**src/rtl/router_fsm.sv**
```systemverilog
// router_fsm: packet-sequencing controller for the 1x3 router
// Inputs : clock, resetn (sync, active-low), pkt_valid, data_in[1:0] header address,
//          fifo_full (selected FIFO), fifo_empty_0..2, soft_reset_0..2,
//          parity_done, low_pkt_valid
// Outputs: busy, detect_add, lfd_state, ld_state, laf_state, full_state,
//          write_enb_reg, rst_int_reg, port_sel[1:0] latched destination
module router_fsm (
  input  logic       clock,
  input  logic       resetn,
  input  logic       pkt_valid,
  input  logic [1:0] data_in,
  input  logic       fifo_full,
  input  logic       fifo_empty_0,
  input  logic       fifo_empty_1,
  input  logic       fifo_empty_2,
  input  logic       soft_reset_0,
  input  logic       soft_reset_1,
  input  logic       soft_reset_2,
  input  logic       parity_done,
  input  logic       low_pkt_valid,
  output logic       busy,
  output logic       detect_add,
  output logic       lfd_state,
  output logic       ld_state,
  output logic       laf_state,
  output logic       full_state,
  output logic       write_enb_reg,
  output logic       rst_int_reg,
  output logic [1:0] port_sel
);
  typedef enum logic [2:0] {
    DECODE_ADDRESS, LOAD_FIRST_DATA, LOAD_DATA, FIFO_FULL_STATE,
    LOAD_AFTER_FULL, LOAD_PARITY, CHECK_PARITY_ERROR, WAIT_TILL_EMPTY
  } state_t;
  state_t state_q, state_d;
  logic [1:0] port_sel_q, port_sel_d;
  // bit 3 padded with 0 so address 3 indexes a defined, inactive flag
  logic [3:0] empty_v, soft_v;
  assign empty_v = {1'b0, fifo_empty_2, fifo_empty_1, fifo_empty_0};
  assign soft_v  = {1'b0, soft_reset_2, soft_reset_1, soft_reset_0};
  always_comb begin
    state_d = state_q;
    port_sel_d = port_sel_q;
    if (soft_v[port_sel_q]) state_d = DECODE_ADDRESS;
    else
      case (state_q)
        DECODE_ADDRESS:
          if (pkt_valid && data_in != 2'd3) begin
            port_sel_d = data_in;
            state_d = empty_v[data_in] ? LOAD_FIRST_DATA : WAIT_TILL_EMPTY;
          end
        LOAD_FIRST_DATA:    state_d = LOAD_DATA;
        LOAD_DATA:          state_d = fifo_full ? FIFO_FULL_STATE : (pkt_valid ? LOAD_DATA : LOAD_PARITY);
        FIFO_FULL_STATE:    state_d = fifo_full ? FIFO_FULL_STATE : LOAD_AFTER_FULL;
        LOAD_AFTER_FULL:    state_d = parity_done ? DECODE_ADDRESS : (low_pkt_valid ? LOAD_PARITY : LOAD_DATA);
        LOAD_PARITY:        state_d = CHECK_PARITY_ERROR;
        CHECK_PARITY_ERROR: state_d = fifo_full ? FIFO_FULL_STATE : DECODE_ADDRESS;
        WAIT_TILL_EMPTY:    state_d = empty_v[port_sel_q] ? LOAD_FIRST_DATA : WAIT_TILL_EMPTY;
        default:            state_d = DECODE_ADDRESS;
      endcase
  end
  always_ff @(posedge clock) begin
    if (!resetn) begin
      state_q <= DECODE_ADDRESS;
      port_sel_q <= 2'd0;
    end else begin
      state_q <= state_d;
      port_sel_q <= port_sel_d;
    end
  end
  assign detect_add    = state_q == DECODE_ADDRESS;
  assign lfd_state     = state_q == LOAD_FIRST_DATA;
  assign ld_state      = state_q == LOAD_DATA;
  assign laf_state     = state_q == LOAD_AFTER_FULL;
  assign full_state    = state_q == FIFO_FULL_STATE;
  assign rst_int_reg   = state_q == CHECK_PARITY_ERROR;
  assign write_enb_reg = ld_state || laf_state || state_q == LOAD_PARITY;
  assign busy          = !(detect_add || ld_state);
  assign port_sel      = port_sel_q;
endmodule

```
**config.mk**
```make
export PLATFORM = sky130hd
export DESIGN_NAME = router_fsm
export DESIGN_NICKNAME = d
export VERILOG_FILES = /design/src/rtl/router_fsm.sv
export SDC_FILE = /design/constraint.sdc
export NUM_CORES = 1
export LEC_CHECK = 0
export ABC_CLOCK_PERIOD_IN_PS = 2500
export CAP_MARGIN = 40
export CORE_AREA = 2 2 39 41
export DETAILED_ROUTE_END_ITERATION = 8
export DIE_AREA = 0 0 41 43
export DONT_BUFFER_PORTS = 1
export PLACE_DENSITY = 0.49
export SLEW_MARGIN = 30
export SYNTH_ARGS = -nofsm -noshare
export SYNTH_HDL_FRONTEND = slang
export SYNTH_SLANG_ARGS = --single-unit
```
**constraint.sdc**
```tcl
create_clock -name clock -period 2.5 [get_ports clock]
set_clock_uncertainty 0.2 [all_clocks]
set_input_delay 0.25 -clock clock [delete_from_list [all_inputs] [get_ports clock]]
set_output_delay 0.25 -clock clock [all_outputs]
set_load 0.02 [all_outputs]
```
==> impl_results.md <==
- RR Startpoint: port_sel[0]
- Area delta synth->final: 21.02%
- Synth top area share: 22.73%
- CTS root buffer: clkbuf_4
- Number of top-level pins: 24
- Clock Sinks: 5
- Clock tree from TritonCTS: built
- H-tree level count: 1
- Synth top area cells: dfxtp_1 23%, mux2i_1 6.8%, nand2_1 6.0%, a21oi_1 5.7%, nor3b_1 5.1%
- Unrepaired setup endpoints after global routing: false
- P_leak: ~0.00020 uW
- Routed via count: 428
- Final Hold Vio Count: 0
- CP startpoint kind: flip-flop
- First-pass GRT wire length: 1.676 mm
- Min cycle time layout: about 2.3 ns
- Final period utilization: between 90% and 100%
- Initial antenna violation count: 0
- Worst setup startpoint: port_sel[0]
- Crit Path Max Fanout: 5
- DP HPWL: approximately 760 um
- Nets: 80
- Num rows: 14
- Maximum VDD drop: approximately 0.00018 V
- Clock slew at reported path FFs: around 0.04 ns
- Sum Neg Setup Slack: 0 ns
- WS Path Type: reg2reg
- Largest net degree at the start of global routing: 13
- Post-Syn Nets: between 70 and 80
- First DRT Iteration DRCs: 0
- Vias in the first global route: 396
- Ys async rst share: 0%
- Data arrival time of the worst path: 2.28 ns
- Req. time, crit path: 2.48 ns
- Skew-Pair Late Insertion Delay: around 0.23 ns
- Total power: 287.7 uW
- Worst slew pin tran: approximately 0.65 ns
- Slowest-stage cell, CP: dlygate4sd3_1
- DIE AREA: 0.001763 mm2
- Layout cells sized above 1: between 10% and 20%
- Die Wd: around 41 um
- Sequential area share after synthesis: a little under a quarter
- Ys flop type: dfxtp_1
- Detailed Routing Iterations Pass 1: 1
- CTS Buffer Depth: 2
- Synth cell types: 32
- Drt drc: 0
- Max Cap Viol: 0
- WL per Instance: between 10 and 15 um
- Initial Utilization: roughly a third
- Synthesized cell area: roughly 440 um2
- Slew HR: 56.34%
- Post-CTS sizing: 0
- Flops & latches, synth: 5
- GRT Total Usage: 14.66%
- Die H: roughly 43 um
- Peak per-stage delay on the critical path: 0.56 ns
- N_diodes: 0
- EDFF count, synth: 0
- CP Cell Sequence: mux2_4 -> a22oi_2 -> and3_2 -> mux2i_1 -> dlygate4sd3_1
- Pwr/cell area: ~540 mW/mm2
- Setup Viol. Count Final: 0
- Fin. max-slew vios: 0
- Status: finished clean
- GR Overflow Total: 0
- Core Footprint: around 0.0014 mm2
- Crit end category: flip-flop
- Total Wirelength: between 1 and 1.5 mm
- Hold Crit Start: resetn
- Post-synth top area cell: dfxtp_1
- Min-delay worst type: in2reg
- Routed vias/inst: approximately 5.3
- F_max: 434.3 MHz
- Num CTS Buffers: 3
- IO Port Bufs: 0
- Total number of yosys warnings: 0
- Final GP Congestion: approximately 0.65
- Antenna viol nets, final: 0
- Syn avg cell area: around 7.6 um2
- Mapped Cells: a little under 60
==> routing by layer <==
metal  part of all wire [%]  up-vias  track usage, %
li1                       -      221               -
met1                     41      194           15.11
met2                     50       13           21.56
met3                    9.8        0           7.853
met4                      0        0           10.00
met5                      0        -               0
==> cells in the mapped netlist (2+ instances only) <==
master    count
a21oi_1       5
buf_2         2
dfxtp_1       5
inv_1         4
mux2i_1       3
nand2_1       7
nand2b_1      2
nor2_1        2
nor3b_1       3
o21ai_0       3
==> placed cells by master (no fill, tap or decap), types with 2 or more instances in the layout <==
cell / netlist / routed
nand2b_1: 2 / 2
nor3b_1: 3 / 3
dfxtp_1: 5 / 5
inv_1: 4 / 4
dlygate4sd3_1: 0 / 6
nand2_1: 7 / 7
mux2i_1: 3 / 3
clkbuf_4: 0 / 3
nor2_1: 2 / 2
o21ai_0: 3 / 3
a21oi_1: 5 / 5
==> logic make-up (layout without fill, tap and decap cells) <==
group / after synthesis / in the layout / share of synthesized area [%]
buffers and inverters: 8 / 15 / 7.384
AO/OA/AOI/OAI: 17 / 17 / 27.84
AND/OR/NAND/NOR: 23 / 23 / 29.27
flip-flops: 5 / 5 / 22.73
multiplexers: 5 / 5 / 12.78
==> per-stage QoR <==
step,setup WS (ns),utilization (%),cell area (um2),cells,hold WS [ns]
final,0.1972,38.52,533.0,81,0.03791
after global routing,0.07384,38.52,533.0,81,0.05216
after CTS,0.2097,38.52,533.0,81,0.02799
after detailed placement,0.7493,32.28,446.7,71,0.2039
after global placement,0.7397,32.28,446.7,71,0.2036
after floorplan,0.8617,-,440.4,58,0.1921
==> cell type report <==
type	count	area, um2
Clock buffer	4	26.28
Timing Repair Buffer	6	60.06
Multi-Input combinational cell	45	307.8
Sequential cell	5	100.1
Tap cell	16	20.02
Inverter	5	18.77
Fill cell	150	850.8
==> worst max-delay path: cells and delay by family (launching register included) <==
kind / cells / cell delay [ns]
AO/OA/AOI/OAI: 1 / 0.19
multiplexers: 2 / 0.53
flip-flops: 1 / 0.52
AND/OR/NAND/NOR: 1 / 0.24
buffers and inverters: 1 / 0.56
==> final timing paths <==
kind	depth (start not counted)	slack (ns)	to
min reg2reg	2	0.41	state_q[0]
max	5	0.20	port_sel[0]
min	2	0.04	state_q[2]
max reg2reg	5	0.20	port_sel[0]
==> state kept, by name, summed over array words and instances, names as in the netlist <==
| signal | flops |
|---|---|
| port_sel | 2 |
| state_q | 3 |
==> power breakdown <==
group	internal, uW	leakage [uW]	switching [uW]
combinational	41.1	0.000149	50.2
clock	60.1	0.0000150	30.0
sequential	87.2	0.0000408	19.0
total	188	0.000205	99.2
==> timing repair <==
action,in CTS,in global routing
endpoints found under the hold margin,2,0
setup endpoints to repair,0,0
buffers inserted,0,0
hold buffers,6,0
Note: power is estimated with default switching activity, not from simulation.
